[src/rtl/demux_pkg.sv]
// Shared constants for the data-routing demultiplexers: select width, port count
// and the select encodings for each output channel.
package demux_pkg;

  localparam int unsigned SEL_W   = 2;
  localparam int unsigned NUM_OUT = 4;

  localparam logic [SEL_W-1:0] SEL_O0 = 2'b00;
  localparam logic [SEL_W-1:0] SEL_O1 = 2'b01;
  localparam logic [SEL_W-1:0] SEL_O2 = 2'b10;
  localparam logic [SEL_W-1:0] SEL_O3 = 2'b11;

endpackage

[src/rtl/demux_sel_decoder.sv]
// Combinational 2-to-4 one-hot decoder turning a channel select into per-port enables.
module demux_sel_decoder
  import demux_pkg::*;
(
  input  logic [SEL_W-1:0]   sel,
  output logic [NUM_OUT-1:0] en
);

  always_comb begin
    en = '0;
    unique case (sel)
      SEL_O0:  en = 4'b0001;
      SEL_O1:  en = 4'b0010;
      SEL_O2:  en = 4'b0100;
      SEL_O3:  en = 4'b1000;
      default: en = '0;
    endcase
  end

endmodule

[src/rtl/demux_1to4_data.sv]
// 1-to-4 data demultiplexer: routes i to the selected output register, zeroes the
// other three, one cycle of latency.
module demux_1to4_data
  import demux_pkg::*;
#(
  parameter int unsigned width = 2
) (
  input  logic             clk,
  input  logic             rst_n,
  input  logic [width-1:0] i,
  input  logic [SEL_W-1:0] sel,
  output logic [width-1:0] o0,
  output logic [width-1:0] o1,
  output logic [width-1:0] o2,
  output logic [width-1:0] o3
);

  logic [NUM_OUT-1:0] en;
  logic [width-1:0]   o0_d, o1_d, o2_d, o3_d;

  demux_sel_decoder u_sel_decoder (
    .sel (sel),
    .en  (en)
  );

  // Unselected ports load zero so only one port ever holds data.
  always_comb begin
    o0_d = en[0] ? i : '0;
    o1_d = en[1] ? i : '0;
    o2_d = en[2] ? i : '0;
    o3_d = en[3] ? i : '0;
  end

  always_ff @(posedge clk or negedge rst_n) begin
    if (!rst_n) begin
      o0 <= '0;
      o1 <= '0;
      o2 <= '0;
      o3 <= '0;
    end else begin
      o0 <= o0_d;
      o1 <= o1_d;
      o2 <= o2_d;
      o3 <= o3_d;
    end
  end

endmodule

[config.mk]
export PLATFORM = sky130hd
export DESIGN_NAME = demux_1to4_data
export DESIGN_NICKNAME = d
export VERILOG_FILES = /design/src/rtl/demux_pkg.sv /design/src/rtl/demux_sel_decoder.sv /design/src/rtl/demux_1to4_data.sv
export SDC_FILE = /design/constraint.sdc
export NUM_CORES = 1
export LEC_CHECK = 0
export CAP_MARGIN = 20
export CORE_AREA = 2 2 39 41
export DETAILED_ROUTE_END_ITERATION = 10
export DIE_AREA = 0 0 41 43
export PLACE_DENSITY = 0.57
export SYNTH_ARGS = -nofsm -noshare
export SYNTH_HDL_FRONTEND = slang
export SYNTH_SLANG_ARGS = --single-unit
export TNS_END_PERCENT = 100
[constraint.sdc]
create_clock -name clk -period 1 [get_ports clk]
set_input_delay 0.2 -clock clk [delete_from_list [all_inputs] [get_ports clk]]
set_output_delay 0.2 -clock clk [all_outputs]
set_load 0.05 [all_outputs]
==> results.sh <==
export IMPL_grt_max_degree=9
export IMPL_num_vias=182
export IMPL_ctsHoldBuffers=0
export IMPL_syn_nets=22
export IMPL_synth_area_mux_share_pct=0
export IMPL_p_leak_nw=0.251
export IMPL_die_x_microns=41
export IMPL_ys_seq_area_share_pct=76.2
export IMPL_cap_violations=0
export IMPL_synthAdderAreaFrac_pct=0
export IMPL_timing_critical_path_cells="buf_12"
export IMPL_hold_viol=0
export IMPL_dieHeight_microns=43
export IMPL_diodes=0
export IMPL_max_freq_ghz=1.01
export IMPL_drc_errors=0
export IMPL_finalSetupTns_ns=0
export IMPL_cp_top_family="flip-flops"
export IMPL_slew_viol_final=0
export IMPL_syn_inst=16
export IMPL_synthXorXnorAreaFrac_pct=0
export IMPL_worstPathRequired_ns=0.80
export IMPL_hp_class="input pin to asynchronous set/reset pin"
export IMPL_vias_per_cell=3.79
export IMPL_drive_gt1_share_pct=34.4
export IMPL_crit_path_max_fanout=1
export IMPL_worstSetupPathType="flop to output port"
export IMPL_grt_ovfl_total=0
export IMPL_end_kind="output port"
export IMPL_fin_area_sq_um=515
export IMPL_cpMaxStageDelayCell="dfrtp_1"
export IMPL_irDropWorstVdd_mv=0.654
export IMPL_place_area_sq_um=493
export IMPL_slew_headroom_pct=78.3
export IMPL_area_growth_pct=96.2
export IMPL_worst_pin_slew_ns=0.325
export IMPL_final_cells=48
export IMPL_yosysWarnings=0
export IMPL_gp_congestion=0.705
export IMPL_cts_setup_buffers=0
export IMPL_cts_root_buf="clkbuf_4"
export IMPL_antenna_found_initial=0
export IMPL_start_kind="flop"
export IMPL_synth_cell_type_count=4
export IMPL_post_drt_wl_per_cell_microns=8.96
export IMPL_power_density_nw_per_um2=1390
export IMPL_htree_levels=1
export IMPL_die_area_sq_um=1760
export IMPL_core_area_sq_um=1380
export IMPL_dr_pass1_iters=1
export IMPL_ctsResizeCount=0
export IMPL_hold_slack_ns=0.215
export IMPL_grt_pass1_vias=179
export IMPL_cp_startpoint="o1[1]"
export IMPL_final_setup_worst_slack_ns=0.00516
export IMPL_ios=14
export IMPL_cts_sinks=8
export IMPL_initial_core_util_pct=19.0
export IMPL_setup_violations=0
export IMPL_grt_pass1_wl_microns=786
export IMPL_clkTransAtPathRegs_ns=0.05
export IMPL_period_minus_slack_ns=0.995
export IMPL_avgSynthCellArea_sq_um=16.4
export IMPL_cts_path_max_buffers=2
export IMPL_preCtsSetupSlack_ns=-0.0965
export IMPL_worst_path_stages=1
export IMPL_placed_cells=45
export IMPL_period_share_pct=99.5
export IMPL_yosys_register_bits=8
export IMPL_antenna_left=0
export IMPL_synth_compound_area_share_pct=0
export IMPL_synth_top_family_by_area="simple AND/OR/NAND/NOR gates"
export IMPL_crit_buf_inv=1
export IMPL_layout_nets=40
export IMPL_outcome="finished, final reports clean"
export IMPL_routed_wl_microns=430
export IMPL_numCtsBuffers=3
export IMPL_synth_simple_area_share_pct=23.8
export IMPL_rows=14
export IMPL_tritoncts="built"
export IMPL_grt_total_usage_pct=7.45
export IMPL_syn_area_sq_um=263
export IMPL_io_buffers=13
export IMPL_cp_slowest_stage_delay_ns=0.39
export IMPL_first_iter_violations=0
export IMPL_rsz0062_at_grt="true"
export IMPL_worstPathArrival_ns=0.79
cell families (layout without fill, tap and decap cells):
| kind of cell | after synthesis | after routing |
|---|---|---|
| flip-flops | 8 | 8 |
| AND/OR/NAND/NOR | 8 | 8 |
| buffers and inverters | 0 | 16 |
where the power goes:
group	internal (mW)	total (mW)	switching [mW]
combinational	0.0726	0.139	0.0666
sequential	0.337	0.347	0.0102
clock	0.136	0.232	0.0959
through the flow:
stage	power, mW	util (%)
final	0.719	37.3
after floorplan	0.401	-
after global routing	0.749	37.3
after CTS	0.733	37.3
after detailed placement	0.493	35.6
after global placement	0.492	35.6
cell type report:
class	instances	area (sq um)
Timing Repair Buffer	13	210
Fill cell	140	868
Clock buffer	3	22.5
Multi-Input combinational cell	8	62.6
Sequential cell	8	200
Tap cell	16	20.0
cell usage in the layout (no fill, tap or decap), drive strengths merged:
cell type / instances
and3: 2
and3b: 4
buf: 8
clkdlybuf4s50: 5
nor3b: 2
clkbuf: 3
dfrtp: 8
sequential cells by signal, summed over array words and instances (netlist names):
register	count
o1	2
o0	2
o3	2
o2	2
path summary, 6_finish.rpt:
path	to	slack, ns
max	o1[1]	0.005
max in group asynchronous	o3[0]	0.54
min in group clk	o0[1]	0.58
min	o3[1]	0.21
per-layer routing:
| layer | part of all wire [%] | GRT usage (%) | vias to the layer above |
|---|---|---|---|
| li1 | - | - | 88 |
| met5 | 0 | 0 | - |
| met2 | 42 | 8.75 | 15 |
| met3 | 15 | 3.14 | 4 |
| met4 | 6.0 | 10.0 | 0 |
| met1 | 37 | 8.14 | 75 |
cells in the mapped netlist, drive strengths merged:
library cell | instances | share of area, %
and3b | 4 | 13
and3 | 2 | 4.8
dfrtp | 8 | 76
nor3b | 2 | 5.7
Note: power is estimated with default switching activity, not from simulation.
